File: config.mk
export PLATFORM = sky130hd
export DESIGN_NAME = fa_serial_adder
export DESIGN_NICKNAME = d
export VERILOG_FILES = /design/src/rtl/fa_serial_adder.sv
export SDC_FILE = /design/constraint.sdc
export NUM_CORES = 1
export LEC_CHECK = 0
export ABC_AREA = 1
export BUFFER_PORTS_ARGS = -buffer_cell sky130_fd_sc_hd__buf_4
export CAP_MARGIN = 0
export CORE_ASPECT_RATIO = 1.2
export CORE_UTILIZATION = 45
export DETAILED_ROUTE_END_ITERATION = 8
export PLACE_DENSITY = 0.66
export RECOVER_POWER = 100
export SLEW_MARGIN = 0
export SYNTH_ARGS = -nofsm -noshare
export SYNTH_HDL_FRONTEND = slang
export SYNTH_HIERARCHICAL = 1
export SYNTH_SLANG_ARGS = --single-unit
File: constraint.sdc
create_clock -name clk -period 1.6 [get_ports clk]
set_clock_uncertainty 0.15 [all_clocks]
set_input_delay 0.24 -clock clk [delete_from_list [all_inputs] [get_ports clk]]
set_output_delay 0.24 -clock clk [all_outputs]
set_load 0.005 [all_outputs]
File: src/rtl/fa_serial_adder.sv
// Bit-serial LSB-first adder built around a single decoder-based full adder cell.
// Optional subtract mode is enabled by defining FA_SERIAL_SUB_EN.

module fa (
  input  logic a,
  input  logic b,
  input  logic cin,
  output logic sum,
  output logic cout
);
  logic [7:0] dec;

  // One-hot minterm decode of {a,b,cin}; sum/cout are ORs of selected minterms.
  assign dec  = 8'b1 << {a, b, cin};
  assign sum  = |(dec & 8'b1001_0110);
  assign cout = |(dec & 8'b1110_1000);
endmodule

module fa_serial_adder #(
  parameter int WIDTH = 8
) (
  input  logic             clk,
  input  logic             rst_n,
  input  logic             start,
  input  logic [WIDTH-1:0] a_in,
  input  logic [WIDTH-1:0] b_in,
  input  logic             cin,
`ifdef FA_SERIAL_SUB_EN
  input  logic             sub,
`endif
  output logic             ready,
  output logic             busy,
  output logic             done,
  output logic [WIDTH-1:0] sum,
  output logic             cout
);
  localparam int CW = $clog2(WIDTH + 1);
  localparam logic [CW-1:0] LAST = CW'(WIDTH - 1);

  typedef enum logic [1:0] {IDLE, SHIFT, DONE} state_t;

  state_t           state_q, state_d;
  logic [WIDTH-1:0] sa_q, sa_d, sb_q, sb_d, res_q, res_d, sum_q, sum_d;
  logic             carry_q, carry_d, cout_q, cout_d;
  logic [CW-1:0]    cnt_q, cnt_d;
  logic             fa_s, fa_co, load;
  logic [WIDTH:0]   res_sh;
  logic [WIDTH-1:0] b_ld;
  logic             c_ld;

  fa u_fa (
    .a    (sa_q[0]),
    .b    (sb_q[0]),
    .cin  (carry_q),
    .sum  (fa_s),
    .cout (fa_co)
  );

  assign ready  = (state_q == IDLE) || (state_q == DONE);
  assign busy   = (state_q == SHIFT);
  assign done   = (state_q == DONE);
  assign sum    = sum_q;
  assign cout   = cout_q;
  assign load   = ready && start;
  // Sum bit enters at the MSB; the concatenation keeps the shift legal for WIDTH=1.
  assign res_sh = {fa_s, res_q};

`ifdef FA_SERIAL_SUB_EN
  assign b_ld = sub ? ~b_in : b_in;
  assign c_ld = sub ? 1'b1 : cin;
`else
  assign b_ld = b_in;
  assign c_ld = cin;
`endif

  always_comb begin
    state_d = state_q;
    sa_d    = sa_q;
    sb_d    = sb_q;
    res_d   = res_q;
    carry_d = carry_q;
    cnt_d   = cnt_q;
    sum_d   = sum_q;
    cout_d  = cout_q;
    case (state_q)
      IDLE:  if (start) state_d = SHIFT;
      SHIFT: begin
        sa_d    = sa_q >> 1;
        sb_d    = sb_q >> 1;
        res_d   = res_sh[WIDTH:1];
        carry_d = fa_co;
        cnt_d   = cnt_q + 1'b1;
        if (cnt_q == LAST) begin
          state_d = DONE;
          sum_d   = res_sh[WIDTH:1];
          cout_d  = fa_co;
        end
      end
      DONE:    state_d = start ? SHIFT : IDLE;
      default: state_d = IDLE;
    endcase
    if (load) begin
      sa_d    = a_in;
      sb_d    = b_ld;
      carry_d = c_ld;
      cnt_d   = '0;
    end
  end

  always_ff @(posedge clk or negedge rst_n) begin
    if (!rst_n) begin
      state_q <= IDLE;
      sa_q    <= '0;
      sb_q    <= '0;
      res_q   <= '0;
      carry_q <= 1'b0;
      cnt_q   <= '0;
      sum_q   <= '0;
      cout_q  <= 1'b0;
    end else begin
      state_q <= state_d;
      sa_q    <= sa_d;
      sb_q    <= sb_d;
      res_q   <= res_d;
      carry_q <= carry_d;
      cnt_q   <= cnt_d;
      sum_q   <= sum_d;
      cout_q  <= cout_d;
    end
  end
endmodule

==> flow_summary.toml <==
[pwr]
p_leak_nw = 1.26
switching_power_mw = 1.55
comb_power_share_pct = 39.4
vdd_drop_max_v = 0.000847
sw_frac_of_total_pct = 37.3
internal_power_mw = 2.60
clockPowerShare_pct = 20.3
p_seq_share_pct = 40.4
powerDensity_mw_per_mm2 = 1850
power_mw = 4.15

[clock_tree]
cts_tree = "done"
ctsLongestPathBuffers = 2
clk_latency_ns = 0.29
cts_buffers = 5
path_clk_slew_ns = 0.07
htreeDepth = 2
postCtsSetupBuffers = 0
clkSinkCount = 39
clockRootBuffer = "clkbuf_8"

[critical_path]
crit_type = "flop to primary output"
crit_slowest_cell = "dfrtp_2"
r2r-end = "sum[6]$_DFFE_PN0P_"
regToRegStartpoint = "cnt_q[0]$_DFFE_PN0P_"
crit_fanout = 6
cp.arrival_ns = 1.12
critPathLaunchType = "flop"
cp-startpoint = "state_q[0]$_DFFE_PN0P_"
worstPathRequired_ns = 1.21
r2r_cells = 6
crit_path_end = "busy"
r2r_slack_ns = 0.12
path_cells = "inv_2, nor2_4, buf_4"
critical_path.max_stage_delay_ns = 0.40
endpoint_kind = "primary output"

[synthesis]
synth_top_area_share_pct = 53.3
netlist_area_sq_mm = 0.00183
ys_seq_area_share_pct = 53.3
syn-num-nets = 245
ys_ff_latch = 39
yosys_warnings = 6
syn_avg_cell_area_sq_um = 8.21
syn_inst = 223
synth_cell_types = 21
yosysTopAreaCell = "dfrtp_1"
synthTopCellsByArea = "dfrtp_1 53%, nand2_1 21%, inv_1 6.6%"

[min_path]
hold_class = "input pin to flop"
min_from = "b_in[7]"

[die]
die_w_um = 60.2
die_y_um = 71.9
initial_core_util_pct = 46.8
dieArea_sq_mm = 0.00433
pin_count = 32
fp-row-count = 25
core_area_sq_mm = 0.00391

[route]
drtPass1Iterations = 4
route.detailed.drc = 0
vias = 1431
routed_wirelength_mm = 3.30
vias_per_cell = 4.51
drtAntennaViolNets = 0
drtIter0Drc = 75
wl_per_cell_um = 10.4

[placement]
gp_congestion = 0.759
port_buffers = 31
place_ws_ns = 0.134
dp.cells = 307
dpl.hpwl_mm = 2.33

[global_routing]
grt_max_degree = 40
grt_pass1_wl_mm = 5.66
antenna_found_initial = 0
grt_use_total_pct = 17.7
grt_overflow = 0
grt_pass1_vias = 1339

[final_layout]
area_growth_pct = 22.4
diodes = 0
final_common_cell = "nand2_1"
finalNonFillerCells = 317
fin_nets = 284
fin_util_pct = 57.3
layout_common_cells = "101 x nand2_1, 38 x dfrtp_1, 32 x inv_1"
drive_gt1_share_pct = 22.8

[sta]
slew_violations = 0
fin_crit_sh_pct = 94.1
slew_headroom_pct = 42.9
setup_tns_ns = 0
finalSetupViolCount = 0
finalHoldViolations = 0
fin_crit_ns = 1.51
worst_pin_slew_ns = 0.857
rsz0062_at_grt = "false"
timing.fmax_mhz = 664
fin_ws_ns = 0.0936

[flow_run]
maxCapViolCount = 0

[status]
run_status = "complete, no violations"
==> critical path, delay by kind of cell, from the launching register on <==
kind | cells | cell delay (ns)
flops | 1 | 0.40
simple gates | 1 | 0.19
buf+inv | 2 | 0.22
==> power by group through the flow <==
stage               sequential [mW]  clock (mW)  combinational (mW)
global placement               1.69           0                1.67
CTS                            1.68       0.861                1.73
global route                   1.73       0.903                1.89
floorplan                      1.66           0                1.20
detailed placement             1.69           0                1.72
finish                         1.68       0.842                1.63
==> worst min path at each step <==
stage | to | slack [ns] | cells past startpoint
2_1_floorplan | carry_q$_DFFE_PN0P_ | -0.21 | 0
5_1_grt | sb_q[7]$_DFFE_PN0P_ | 0.06 | 3
3_5_place_dp | sum[0]$_DFFE_PN0P_ | 0.09 | 1
4_1_cts | sb_q[7]$_DFFE_PN0P_ | 0.01 | 3
3_3_place_gp | sum[0]$_DFFE_PN0P_ | 0.09 | 1
6_report | sb_q[7]$_DFFE_PN0P_ | 0.008 | 3
==> area by class of cell <==
class	count	area, sq um
Timing Repair Buffer	38	275
Inverter	34	128
Fill cell	368	1670
Clock inverter	2	35.0
Multi-Input combinational cell	144	674
Sequential cell	39	977
Tap cell	54	67.6
Clock buffer	6	82.6
==> metrics by stage <==
| stage | cell area (sq um) | hold slack [ns] |
|---|---|---|
| floorplan | 1830 | -0.206 |
| CTS | 2260 | 0.00994 |
| global route | 2240 | 0.0552 |
| finish | 2240 | 0.00847 |
| detailed placement | 2120 | 0.0894 |
| global placement | 2120 | 0.0921 |
==> timing repair <==
| action | in CTS | in global routing |
|---|---|---|
| endpoints found under the hold margin | 40 | 0 |
| resized for setup | 0 | 1 |
| hold buffers | 2 | 0 |
| endpoints found under the setup margin | 0 | 1 |
==> state kept, by name, indices dropped and copies added, names as in the netlist <==
register,flops
res_q,7
carry_q,1
sum,8
sb_q,8
cout,1
sa_q,8
cnt_q,4
state_q,2
==> cell usage after synthesis, drive strengths merged <==
library cell and count:
o21ai 19, a21oi 1, nand2 104, nand3 10, fa 1, inv 34
buf 6, nand4 1, dfrtp 39, ha 1, or2 1, nor2 6
==> metal layers <==
layer  GRT usage (%)  up-vias  share of wire (%)
li1                -      746                  -
met1            21.2      643                 46
met2            28.6       37                 46
met3            5.05        5                5.1
met4            8.53        0                2.0
met5               0        -                  0
==> cells by family (layout without fill, tap and decap cells) <==
kind of cell	count (synthesis)	count (layout)	share of synthesized area [%]
AND/OR/NAND/NOR	122	122	27.9
buffers and inverters	40	80	9.71
flip-flops	39	39	53.3
AO/OA/AOI/OAI	20	20	7.31
adder cells (fa/ha/maj)	2	2	1.78
Note: power is estimated with default switching activity, not from simulation.
